===== config.mk =====
export PLATFORM = sky130hd
export DESIGN_NAME = tx_rate_pacer
export DESIGN_NICKNAME = d
export VERILOG_FILES = /design/src/rtl/tx_rate_pacer.sv
export SDC_FILE = /design/constraint.sdc
export NUM_CORES = 1
export LEC_CHECK = 0
export BUFFER_PORTS_ARGS = -buffer_cell sky130_fd_sc_hd__buf_2
export CORE_ASPECT_RATIO = 0.7
export CORE_MARGIN = 8
export CORE_UTILIZATION = 55
export CTS_BUF_LIST = sky130_fd_sc_hd__clkbuf_4 sky130_fd_sc_hd__clkbuf_8
export CTS_CLUSTER_SIZE = 24
export DETAILED_ROUTE_END_ITERATION = 7
export PLACE_DENSITY = 0.78
export SYNTH_ARGS = -nofsm -noshare
export SYNTH_HDL_FRONTEND = slang
export SYNTH_SLANG_ARGS = --single-unit

===== constraint.sdc =====
create_clock -name clk -period 7.3 [get_ports clk]
set_input_delay 1.095 -clock clk [delete_from_list [all_inputs] [get_ports clk]]
set_output_delay 1.095 -clock clk [all_outputs]
set_load 0.02 [all_outputs]

===== src/rtl/tx_rate_pacer.sv =====
// Token-bucket pacer: accrues fixed-point credit each RUN cycle and issues frame
// requests to the frame generator whenever a whole frame's wire cost is covered.
module tx_rate_pacer #(
    parameter int CREDIT_W = 24,
    parameter int MIN_LEN  = 60,
    parameter int MAX_LEN  = 1514,
    parameter int OVERHEAD = 24
) (
    input  logic                clk,
    input  logic                rst_n,
    input  logic                start,
    input  logic                stop,
    input  logic [15:0]         rate,
    input  logic [10:0]         frame_len,
    input  logic [15:0]         burst_bytes,
    output logic                req_valid,
    output logic [10:0]         req_len,
    input  logic                req_ready,
    output logic                idle,
    output logic [31:0]         frames_sent,
    output logic [47:0]         bytes_sent,
    output logic [1:0]          state_dbg,
    output logic [CREDIT_W-1:0] credit_dbg
);

    typedef enum logic [1:0] {
        IDLE  = 2'd0,
        RUN   = 2'd1,
        DRAIN = 2'd2
    } state_t;

    localparam logic [10:0] MIN_L = 11'(MIN_LEN);
    localparam logic [10:0] MAX_L = 11'(MAX_LEN);

    state_t                state_q, state_d;
    logic [CREDIT_W-1:0]   credit_q, cap_q, cost_q;
    logic [15:0]           rate_q;
    logic [10:0]           len_q;
    logic                  armed_q;

    logic [10:0]           len_clamp;
    logic [CREDIT_W-1:0]   cost_in, burst_fx, cap_in, credit_nxt;
    logic [CREDIT_W:0]     sum;
    logic                  accepted, start_run;

    // Handshake: a request is transferred in any cycle where req_valid && req_ready;
    // once raised, req_valid and req_len stay unchanged until that transfer.
    assign accepted  = req_valid && req_ready;
    assign start_run = (state_q == IDLE) && start && !stop && armed_q;

    assign len_clamp = (frame_len < MIN_L) ? MIN_L :
                       (frame_len > MAX_L) ? MAX_L : frame_len;
    assign cost_in   = CREDIT_W'({12'(len_clamp) + 12'(OVERHEAD), 8'h00});
    assign burst_fx  = CREDIT_W'({burst_bytes, 8'h00});
    assign cap_in    = (burst_fx > cost_in) ? burst_fx : cost_in;

    // One extra bit so credit + rate never wraps before the cap clamp.
    assign sum        = {1'b0, credit_q} + (CREDIT_W+1)'(rate_q)
                        - (accepted ? {1'b0, cost_q} : '0);
    assign credit_nxt = (sum > {1'b0, cap_q}) ? cap_q : sum[CREDIT_W-1:0];

    always_ff @(posedge clk or negedge rst_n) begin
        if (!rst_n) begin
            state_q <= IDLE;
        end else begin
            state_q <= state_d;
        end
    end

    always_comb begin
        state_d = state_q;
        case (state_q)
            IDLE:    if (start_run) state_d = RUN;
            RUN:     if (stop || !start) state_d = DRAIN;
            DRAIN:   if (!req_valid || accepted) state_d = IDLE;
            default: state_d = IDLE;
        endcase
    end

    always_ff @(posedge clk or negedge rst_n) begin
        if (!rst_n) begin
            credit_q    <= '0;
            cap_q       <= '0;
            cost_q      <= '0;
            rate_q      <= '0;
            len_q       <= '0;
            armed_q     <= 1'b0;
            req_valid   <= 1'b0;
            frames_sent <= '0;
            bytes_sent  <= '0;
        end else begin
            // A new test needs the controller to show start low or stop high while idle.
            if (state_q != IDLE) begin
                armed_q <= 1'b0;
            end else if (!start || stop) begin
                armed_q <= 1'b1;
            end

            if (start_run) begin
                credit_q    <= '0;
                frames_sent <= '0;
                bytes_sent  <= '0;
                rate_q      <= rate;
                len_q       <= len_clamp;
                cost_q      <= cost_in;
                cap_q       <= cap_in;
                req_valid   <= 1'b0;
            end else begin
                if (accepted) begin
                    frames_sent <= frames_sent + 32'd1;
                    bytes_sent  <= bytes_sent + 48'(len_q);
                end
                case (state_q)
                    RUN: begin
                        credit_q <= credit_nxt;
                        if (!req_valid || accepted) begin
                            req_valid <= (credit_nxt >= cost_q);
                        end
                    end
                    DRAIN: begin
                        if (accepted) req_valid <= 1'b0;
                    end
                    default: req_valid <= 1'b0;
                endcase
            end
        end
    end

    assign req_len    = len_q;
    assign idle       = (state_q == IDLE);
    assign state_dbg  = state_q;
    assign credit_dbg = credit_q;

endmodule

==> results.ini <==
[detailed_routing]
vias = 9039
vias_per_cell = 5.67
ant_nets = 0
routedWlPerCell_um = 17.6
dr.pass1.iters = 7
drt-initial-drc-count = 766
finalWirelength_mm = 28.0
drc = 0

[grt]
grtUsageTotal_pct = 23.3
grt_antenna_before_repair = 1
grt_max_degree = 112
grt_pass1_vias = 8613
overflow = 0
grt_pass1_wl_mm = 45.7

[clock_network]
cts.path.max_buffers = 2
clk_pin_slew_worst_paths_ps = 90
htreeDepth = 4
cts_root_buf = clkbuf_8
post-cts-setup-buffer-count = 0
cts_resized = 0
cts_tree = done
hold_buffers = 0
clock-sinks = 160
cts_made_buffers = 17
insertion_delay_ps = 470

[floorplan]
initial_core_util_pct = 55.9
rows = 42
io_pins = 167
fp.dieH_um = 132
die_w_um = 181
dieArea_sq_mm = 0.0239
core_area_sq_mm = 0.0188

[logic_synthesis]
ys_seq_elements = 160
synth.largest_area_cell = dfrtp_1
synth.area.top_cells = dfrtp_1 (38%), ha_1 (10%), nand2_1 (4.4%), xor2_1 (4.3%), inv_1 (4.2%)
synth.net_count = 1332
syn_inst = 1187
ys.flop_type = dfrtp_1
synth_area_per_cell_sq_um = 8.86
synth_edf_count = 0
yosysWarnings = 0
yosysUniqueCellTypes = 68
synth.yosys.seq_area_share_pct = 38.1
async_flop_share_pct = 100
yosys.area.top_type_share_pct = 38.1
synth_area_sq_mm = 0.0105

[power_and_ir_drop]
max-vdd-ir-drop_mv = 0.347
intPower_uw = 3180
p_clk_share_pct = 10.7
p_leak_uw = 0.00620
power_density_mw_per_mm2 = 538
p_sw_share_pct = 50.4
p_seq_share_pct = 20.3
p_switching_uw = 3240
pwr-share-comb_pct = 69.0

[sta]
fin_ws_ps = 417
rsz0062_at_grt = no
clock-skew-final_ps = 17.4
worst_pin_slew_ps = 1170
fmax_mhz = 145
slew_headroom_pct = 21.5
drv_slew = 0
fin_tns_setup_ps = 0
finalHoldViolations = 0
fin_crit_sh_pct = 94.3
min_period_ps = 6880
setup_viol = 0

[placement]
portBuffers = 166
place_congestion = 0.945
pre_cts_ws_ps = 122
dp.cells = 1562
dp_hpwl_mm = 21.6

[worst_setup_path]
required_ps = 7680
crit_path_max_fanout = 14
path_cells = buf_2 > and3_1 > fa_1 > inv_1 > ha_1 > o21ai_0 > nor3_1 > o21ai_0 > o31ai_1 > a31oi_1 > xnor2_1 > ha_1 > nand4_1 > a2111oi_0 > nor4_1 > o211ai_2 > mux2_2 > ha_1 > and4_1 > nand3_1 > a2111oi_0 > nor2_1 > a22oi_1
endpoint_kind = register
path_buf_inv = 2
max_stage_delay_ps = 720
crit_family = compound AO/OA/AOI/OAI gates
path_common_cell = ha_1
arrival_ps = 7270
critPathSlowestCell = o211ai_2
critPathKind = input pin to register
start_kind = input pin

[cells_and_area]
drive_gt1_share_pct = 17.0
area.growth.synth_to_final_pct = 13.6
layout.nets = 1484
final_util_pct = 63.5
instances_no_fill = 1594
n_fill_cell = 1643

[job]
maxCapViolations = 0

[outcome]
status = complete, no violations

[hold_path]
hold_path.class = register to register

[registers in the layout (all words and copies together) (netlist names)]
name         cells
armed_q          1
bytes_sent      48
cap_q           16
cost_q           9
credit_dbg      24
frames_sent     32
rate_q          16
req_len         11
req_valid        1
state_dbg        2
[placed cells by master (no fill, tap or decap), types with 7 or more instances in the layout]
| cell type | n |
|---|---|
| fa_1 | 9 |
| nand3_1 | 35 |
| o21ai_0 | 86 |
| nand2_1 | 123 |
| nand4_1 | 19 |
| a211oi_1 | 7 |
| a31oi_1 | 8 |
| ha_1 | 88 |
| inv_1 | 117 |
| or3_1 | 11 |
| o21a_1 | 10 |
| dfrtp_1 | 160 |
| xor2_1 | 52 |
| a22o_1 | 17 |
| buf_2 | 165 |
| nand2b_1 | 13 |
| a21o_1 | 19 |
| and4_1 | 15 |
| xnor2_1 | 31 |
| nor2_1 | 114 |
| a21oi_1 | 58 |
| nor3_1 | 13 |
| and3_1 | 22 |
| nor2b_1 | 14 |
| clkbuf_8 | 18 |
| mux2i_1 | 12 |
[layer usage]
| metal | part of all wire (%) | up-vias | GRT usage (%) |
|---|---|---|---|
| met1 | 51 | 4272 | 35.7 |
| met4 | 1.7 | 0 | 6.86 |
| met5 | 0 | - | 0 |
| met2 | 40 | 319 | 32.2 |
| li1 | - | 4413 | - |
| met3 | 7.1 | 35 | 4.87 |
[worst register-to-register path: cells and delay by family, from the launching register on]
kind,cells,cell delay [ps]
and+or+nand+nor,7,1260
buffers and inverters,1,40
xor gates and xnor gates,1,180
DFF,1,470
muxes,1,430
adders and majority gates,4,1450
AOI/OAI and AO/OA,8,2750
[final timing paths]
path / startpoint / endpoint / slack, ps / cells after the start
max in group asynchronous: rst_n / rate_q[9] / 5350 / 2
worst min register to register: cap_q[11] / cap_q[11] / 490 / 2
worst min-delay path: cap_q[11] / cap_q[11] / 490 / 2
worst max register to register: req_len[0] / req_valid / 640 / 22
worst max-delay path: req_ready / req_valid / 420 / 23
min in group asynchronous: rst_n / credit_dbg[16] / 770 / 1
[logic make-up (layout without fill, tap and decap cells)]
kind of cell | after synthesis | in the layout | synth area share, %
AOI/OAI and AO/OA | 259 | 259 | 15.8
xor gates and xnor gates | 83 | 83 | 6.92
adders and majority gates | 97 | 97 | 12.2
buffers and inverters | 156 | 320 | 5.76
DFF | 160 | 160 | 38.1
muxes | 22 | 22 | 2.43
other | 1 | 2 | 0.0357
and+or+nand+nor | 409 | 409 | 18.7
[power by group through the flow]
stage / sequential, uW / clock (uW) / combinational [uW]
floorplan: 1380 / 0 / 3130
finish: 1300 / 686 / 4440
global route: 1330 / 734 / 4910
CTS: 1300 / 698 / 4350
global placement: 1310 / 0 / 4240
detailed placement: 1320 / 0 / 4310
[cell type report]
class	count	area, sq um	share of cell area (%)
timing repair buffer	172	882	7.39
multi-input combinational	871	5910	49.5
sequential	160	4000	33.5
inverter	117	439	3.68
tap	242	303	2.54
antenna	1	2.50	0.0210
clock buffer	18	248	2.07
clock inverter	13	151	1.27
[metrics by stage]
step	instance area (sq um)	power, uW	hold slack (ps)
finish	11900	6430	488
global route	11900	6980	531
CTS	11900	6350	495
detailed placement	11500	5630	475
global placement	11500	5550	465
floorplan	10500	4510	450
[cell usage after synthesis (all sizes together), types with 11 or more instances]
library cell  count
nor2            115
and3             23
mux2i            12
ha               88
o21ai            88
nor3             13
a21o             19
a21oi            58
nand3            36
nor2b            14
a22o             17
nand2b           14
inv             117
or3              11
xnor2            31
xor2             52
nand4            19
clkbuf           29
and4             15
nand2           123
dfrtp           160
Power figures use the tool's default switching activity.
